--- src/rtl/byte_unstriper.sv ---
// Receive-side lane deskew and word reassembly: per-lane elastic FIFOs aligned on COM (K28.5),
// then one byte per lane is popped each cycle and packed into 32-bit words per group of four lanes.
module byte_unstriper #(
    parameter int num_lanes  = 4,
    parameter int max_skew   = 6,
    parameter int fifo_depth = max_skew + 2
) (
    input  logic                   i_clk,
    input  logic                   i_rst_n,
    input  logic [num_lanes*8-1:0] i_lane_byte,
    input  logic [num_lanes-1:0]   i_lane_d_k,
    input  logic [num_lanes-1:0]   i_lane_valid,
    output logic [num_lanes*8-1:0] o_word,
    output logic [num_lanes-1:0]   o_d_k,
    output logic                   o_valid,
    output logic                   o_aligned,
    output logic                   o_skew_err
);

    localparam int PTR_W = (fifo_depth > 1) ? $clog2(fifo_depth) : 1;
    localparam int CNT_W = $clog2(fifo_depth + 1);
    localparam int SKW_W = $clog2(max_skew + 1) + 1;
    localparam logic [8:0] COM_SYM = 9'h1BC;

    typedef enum logic [0:0] {
        SEARCH  = 1'b0,
        ALIGNED = 1'b1
    } state_t;

    function automatic logic [PTR_W-1:0] ptr_inc(input logic [PTR_W-1:0] ptr);
        if (ptr == PTR_W'(fifo_depth - 1)) begin
            ptr_inc = {PTR_W{1'b0}};
        end else begin
            ptr_inc = ptr + PTR_W'(1);
        end
    endfunction

    logic [8:0]       mem_r    [num_lanes][fifo_depth];
    logic [PTR_W-1:0] rd_ptr_r [num_lanes];
    logic [PTR_W-1:0] wr_ptr_r [num_lanes];
    logic [CNT_W-1:0] count_r  [num_lanes];
    state_t           state_r;
    logic [SKW_W-1:0] skew_cnt_r;

    logic [8:0]             head_s [num_lanes];
    logic [num_lanes-1:0]   not_empty_s, head_com_s, full_s, pop_s, write_s, overflow_s, dk_s;
    logic                   all_ne_s, all_com_s, partial_s, skew_fail_s, misalign_s, error_s, emit_s;
    logic [num_lanes*8-1:0] word_s;

    // Per-lane head inspection and word packing (lane 4g+0 lands in the most significant byte)
    always_comb begin
        word_s      = {(num_lanes*8){1'b0}};
        dk_s        = {num_lanes{1'b0}};
        not_empty_s = {num_lanes{1'b0}};
        head_com_s  = {num_lanes{1'b0}};
        full_s      = {num_lanes{1'b0}};
        for (int l = 0; l < num_lanes; l++) begin
            head_s[l]      = mem_r[l][rd_ptr_r[l]];
            not_empty_s[l] = (count_r[l] != {CNT_W{1'b0}});
            head_com_s[l]  = not_empty_s[l] && (head_s[l] == COM_SYM);
            full_s[l]      = (count_r[l] == CNT_W'(fifo_depth));
            word_s[32*(l/4) + 8*(3 - (l%4)) +: 8] = head_s[l][7:0];
            dk_s[l]        = head_s[l][8];
        end
    end

    // Pop selection and error detection for the current state
    always_comb begin
        all_ne_s    = &not_empty_s;
        all_com_s   = &head_com_s;
        partial_s   = (|head_com_s) && !all_com_s;
        skew_fail_s = 1'b0;
        misalign_s  = 1'b0;
        pop_s       = {num_lanes{1'b0}};
        case (state_r)
            SEARCH: begin
                // The counter sits at max_skew on the cycle a further partial hold would exceed it
                skew_fail_s = partial_s && (skew_cnt_r == SKW_W'(max_skew));
                if (all_com_s) begin
                    pop_s = {num_lanes{1'b1}};
                end else begin
                    pop_s = not_empty_s & ~head_com_s;
                end
            end
            ALIGNED: begin
                misalign_s = all_ne_s && partial_s;
                if (all_ne_s) begin
                    pop_s = {num_lanes{1'b1}};
                end else begin
                    pop_s = {num_lanes{1'b0}};
                end
            end
            default: begin
                pop_s = {num_lanes{1'b0}};
            end
        endcase
        write_s    = i_lane_valid & (~full_s | pop_s);
        overflow_s = i_lane_valid & full_s & ~pop_s;
        error_s    = (|overflow_s) || skew_fail_s || misalign_s;
        if (state_r == SEARCH) begin
            emit_s = !error_s && all_com_s;
        end else begin
            emit_s = !error_s && all_ne_s;
        end
    end

    // FIFO storage; stale entries are harmless since a flush only rewinds the pointers
    always_ff @(posedge i_clk) begin
        for (int l = 0; l < num_lanes; l++) begin
            if (write_s[l]) begin
                mem_r[l][wr_ptr_r[l]] <= {i_lane_d_k[l], i_lane_byte[8*l +: 8]};
            end
        end
    end

    // FIFO pointers and occupancy, flushed on any alignment error
    always_ff @(posedge i_clk or negedge i_rst_n) begin
        if (!i_rst_n) begin
            for (int l = 0; l < num_lanes; l++) begin
                rd_ptr_r[l] <= {PTR_W{1'b0}};
                wr_ptr_r[l] <= {PTR_W{1'b0}};
                count_r[l]  <= {CNT_W{1'b0}};
            end
        end else begin
            for (int l = 0; l < num_lanes; l++) begin
                if (error_s) begin
                    rd_ptr_r[l] <= {PTR_W{1'b0}};
                    wr_ptr_r[l] <= {PTR_W{1'b0}};
                    count_r[l]  <= {CNT_W{1'b0}};
                end else begin
                    if (write_s[l]) begin
                        wr_ptr_r[l] <= ptr_inc(wr_ptr_r[l]);
                    end
                    if (pop_s[l]) begin
                        rd_ptr_r[l] <= ptr_inc(rd_ptr_r[l]);
                    end
                    count_r[l] <= count_r[l] + CNT_W'(write_s[l]) - CNT_W'(pop_s[l]);
                end
            end
        end
    end

    // Alignment FSM with registered outputs
    always_ff @(posedge i_clk or negedge i_rst_n) begin
        if (!i_rst_n) begin
            state_r    <= SEARCH;
            skew_cnt_r <= {SKW_W{1'b0}};
            o_word     <= {(num_lanes*8){1'b0}};
            o_d_k      <= {num_lanes{1'b0}};
            o_valid    <= 1'b0;
            o_aligned  <= 1'b0;
            o_skew_err <= 1'b0;
        end else begin
            o_skew_err <= error_s;
            o_valid    <= emit_s;
            if (emit_s) begin
                o_word <= word_s;
                o_d_k  <= dk_s;
            end
            case (state_r)
                SEARCH: begin
                    if (error_s) begin
                        skew_cnt_r <= {SKW_W{1'b0}};
                        o_aligned  <= 1'b0;
                    end else if (all_com_s) begin
                        state_r    <= ALIGNED;
                        skew_cnt_r <= {SKW_W{1'b0}};
                        o_aligned  <= 1'b1;
                    end else if (partial_s) begin
                        skew_cnt_r <= skew_cnt_r + SKW_W'(1);
                        o_aligned  <= 1'b0;
                    end else begin
                        skew_cnt_r <= {SKW_W{1'b0}};
                        o_aligned  <= 1'b0;
                    end
                end
                ALIGNED: begin
                    skew_cnt_r <= {SKW_W{1'b0}};
                    if (error_s) begin
                        state_r   <= SEARCH;
                        o_aligned <= 1'b0;
                    end else begin
                        o_aligned <= 1'b1;
                    end
                end
                default: begin
                    state_r    <= SEARCH;
                    skew_cnt_r <= {SKW_W{1'b0}};
                    o_aligned  <= 1'b0;
                end
            endcase
        end
    end

endmodule

--- config.mk ---
export PLATFORM = sky130hd
export DESIGN_NAME = byte_unstriper
export DESIGN_NICKNAME = d
export VERILOG_FILES = /design/src/rtl/byte_unstriper.sv
export SDC_FILE = /design/constraint.sdc
export NUM_CORES = 1
export LEC_CHECK = 0
export ABC_AREA = 1
export BUFFER_PORTS_ARGS = -buffer_cell sky130_fd_sc_hd__buf_2
export CAP_MARGIN = 10
export CORE_MARGIN = 2
export CORE_UTILIZATION = 55
export DETAILED_ROUTE_END_ITERATION = 10
export PLACE_DENSITY = 0.75
export SLEW_MARGIN = 5
export SYNTH_ARGS = -nofsm -noshare
export SYNTH_HDL_FRONTEND = slang
export SYNTH_SLANG_ARGS = --single-unit
--- constraint.sdc ---
create_clock -name i_clk -period 3.2 [get_ports i_clk]
set_input_delay 0.8 -clock i_clk [delete_from_list [all_inputs] [get_ports i_clk]]
set_output_delay 0.8 -clock i_clk [all_outputs]
set_load 0.03 [all_outputs]
==> results.toml <==
[timing]
rsz0062_at_grt = "yes"
maxSlewHeadroom_pct = 62.56
fin_crit_sh_pct = 105.3
whs_ps = 256.9
hold_viol_final = 0
finalSetupTns_ps = -3882
final_max_slew_viol_count = 0
max_freq_ghz = 0.2967
setup_viol_count_final = 82
period_needed_ps = 3370
fin_worst_skew_ps = 23.35
fin_ws_ps = -170.1
tightest_slew_ps = 561.6

[critical_path]
cp.buffers_inverters = 4
crit_path_start_kind = "flop"
setup.worst_path.class = "reg2reg"
path_cells = "buf_4 > nor2_1 > nor2_1 > o21ai_0 > nand3_1 > o21ai_2 > nor2_2 > nand4_1 > nor2_2 > nand3_4 > buf_12 > nand4_1 > nand2_1 > ha_1 > inv_2 > ha_4 > fa_2 > inv_1 > nor2_1"
critical-path-max-stage-delay_ps = 540
cp_slowest_cell = "fa_2"
cp_num_cells = 19
arrival_ps = 3840
cp.required_ps = 3670
r2r-start = "rd_ptr_r[3]$_DFFE_PN0P_"
rrSetupSlack_ps = -170
critPathCaptureType = "flop"
reg2reg_to = "count_r[5]$_DFF_PN0_"
worstRegToRegCells = 19
startpoint = "rd_ptr_r[3]$_DFFE_PN0P_"
cp_max_fo = 9
critical_path.top_delay_family = "simple AND/OR/NAND/NOR gates"
crit_path_frequent_cell = "nor2_1"
crit_end = "count_r[5]$_DFF_PN0_"

[global_routing]
first_global_vias = 11850
antenna_found_initial = 2
track_usage_pct = 23.77
grt_max_degree = 46
overflow = 0
grt_pass1_wl_mm = 59.13

[routing]
ant_nets = 0
routed_wl_mm = 39.29
first_iter_violations = 1134
detail_route.wl_per_cell_um = 16.83
num_vias = 12440
wl_met2_mm = 20.17
drt-pass1-iter-count = 5
top_layer = "met4"
wl_met1_mm = 15.61
avgViaCountPerCell = 5.329
wl_met3_mm = 2.445
drc_errors = 0

[yosys]
synth_top_area_share_pct = 51.93
synth_top_cell_by_area = "edfxtp_1"
yosysMostFrequentCell = "nand2_1"
ys_ff_latch = 371
synthCells = 1651
synth_edf_count = 288
ys.flop_type = "edfxtp_1"
synthTopCellsByCount = "nand2_1, edfxtp_1, inv_1"
syn-num-nets = 1739
synth_area_leaders = "edfxtp_1, dfrtp_1, nand2_1"
synth_seq_area_share_pct = 64.40
ys_async_sr_fraction_pct = 22.37
syn_area_per_cell_sq_um = 10.09
synth.distinct_cells = 31
yosysWarningCount = 0
syn_area_sq_um = 16650

[final_layout]
multi_input_area_sq_um = 5202
final_core_util_pct = 69.91
seq_area_sq_um = 10730
fin_cells = 2334
fin_area_sq_um = 20770
synthToLayoutAreaGrowth_pct = 24.74
fillers = 1969
nets = 1998
drive_gt1_share_pct = 23.58

[floorplan]
die_width_um = 178.0
fp-row-count = 63
io_pins = 81
core_sq_um = 29720
die_area_sq_um = 31690
die_y_um = 178.0
initial_core_util_pct = 56.04

[placed_design]
placed_area_sq_um = 18550
hpwl_mm = 24.74
place.gp.congestion = 0.8352
portBuffers = 80
pre_cts_slack_ps = -214.8
placed_cells = 2229

[run_status]
outcome = "finished, violations left"
violations = "negative setup slack"

[power]
power_leakage_nw = 9.330
power.total_mw = 20.80
ir_drop_uv = 455.5
power_density_nw_per_um2 = 1001

[clock_network]
clk_latency_ps = 540
cts-root-buf = "clkbuf_16"
cts_sinks = 371
postCtsHoldBufs = 0
h-tree-depth = 2
cts-buffers-inserted = 40
clock_path_buffers = 3
cts_tree = "built"
clk_pin_slew_worst_paths_ps = 60

[job]
drv_cap = 0

[worst_hold_path]
hold_class = "in2async"
state kept, by name (all words and copies together), names as in the netlist:
signal / flops
o_word: 32
state_r: 1
mem_r: 288
o_skew_err: 1
o_valid: 1
wr_ptr_r: 12
rd_ptr_r: 12
o_d_k: 4
skew_cnt_r: 4
count_r: 16
report_power, final:
part / internal [mW] / switching [mW] / total (mW)
clock: 2.70 / 1.84 / 4.54
combinational: 3.85 / 5.62 / 9.46
sequential: 6.26 / 0.538 / 6.80
area by class of cell:
type | count | share of cell area, %
flip-flops and latches | 371 | 51.64
inverters | 194 | 3.589
well taps | 390 | 2.349
diodes | 2 | 0.02409
repair buffers | 278 | 11.12
clock inverters | 24 | 1.084
multi-input cells | 1025 | 25.04
clock buffers | 50 | 5.149
layout by cell type, fill, tap and decap left out, types with 3 or more instances in the layout:
cell type and n:
clkbuf_16 46, nand3_2 3, nand2_1 483, edfxtp_1 288
dfrtp_1 80, nor3_1 3, nand3_1 111, a21oi_1 15
bufinv_16 4, inv_1 174, nand4_1 49, o21ai_0 46
dfrtp_2 3, clkbuf_1 8, nor2_4 16, and3_1 3
nor2_2 22, nand3_4 4, ha_4 3, inv_2 12
o21ai_2 5, clkinv_1 9, ha_1 37, buf_2 79
buf_6 30, inv_4 3, fa_2 4, xor2_1 5
o21ai_1 27, nand2_2 29, buf_4 146, clkinv_2 10
nor2_1 142, nand2_4 6, buf_12 17
worst min-delay path by stage:
stage / start / endpoint / slack (ps) / cells past startpoint
3_5_place_dp: o_word[16]$_DFFE_PN0P_ / o_word[16]$_DFFE_PN0P_ / 460 / 2
3_3_place_gp: o_word[13]$_DFFE_PN0P_ / o_word[13]$_DFFE_PN0P_ / 450 / 2
4_1_cts: i_rst_n / o_d_k[2]$_DFFE_PN0P_ / 270 / 1
5_1_grt: i_rst_n / o_word[14]$_DFFE_PN0P_ / 300 / 1
2_1_floorplan: i_rst_n / count_r[0]$_DFF_PN0_ / 500 / 0
6_report: i_rst_n / o_d_k[2]$_DFFE_PN0P_ / 260 / 1
logic make-up after synthesis:
kind of cell | share of synthesized area, %
XOR/XNOR | 0.4207
AO/OA/AOI/OAI | 2.900
buffers and inverters | 6.806
flip-flops | 64.40
AND/OR/NAND/NOR | 21.84
adder cells (fa/ha/maj) | 3.636
metal layers:
metal  global-route usage [%]  vias to the layer above
li1                         -                     5949
met5                        0                        -
met1                    30.86                     5927
met4                    7.206                        0
met3                    3.303                       95
met2                    41.68                      466
repair_timing:
action | 4_1_cts | 5_1_grt
resized for setup | 38 | 147
pin swaps | 18 | 39
setup endpoints to repair | 109 | 371
cloned | 2 | 7
setup buffers | 12 | 14
worst reg2reg max path: stages, from the launching register on:
cell and delay, ps:
dfrtp_1 420, buf_4 200, nor2_1 70, nor2_1 120, o21ai_0 100, nand3_1 90, o21ai_2 100, nor2_2 210
nand4_1 170, nor2_2 220, nand3_4 140, buf_12 160, nand4_1 60, nand2_1 80, ha_1 300, inv_2 40
ha_4 150, fa_2 540, inv_1 50, nor2_1 100
Note: power is estimated with default switching activity, not from simulation.
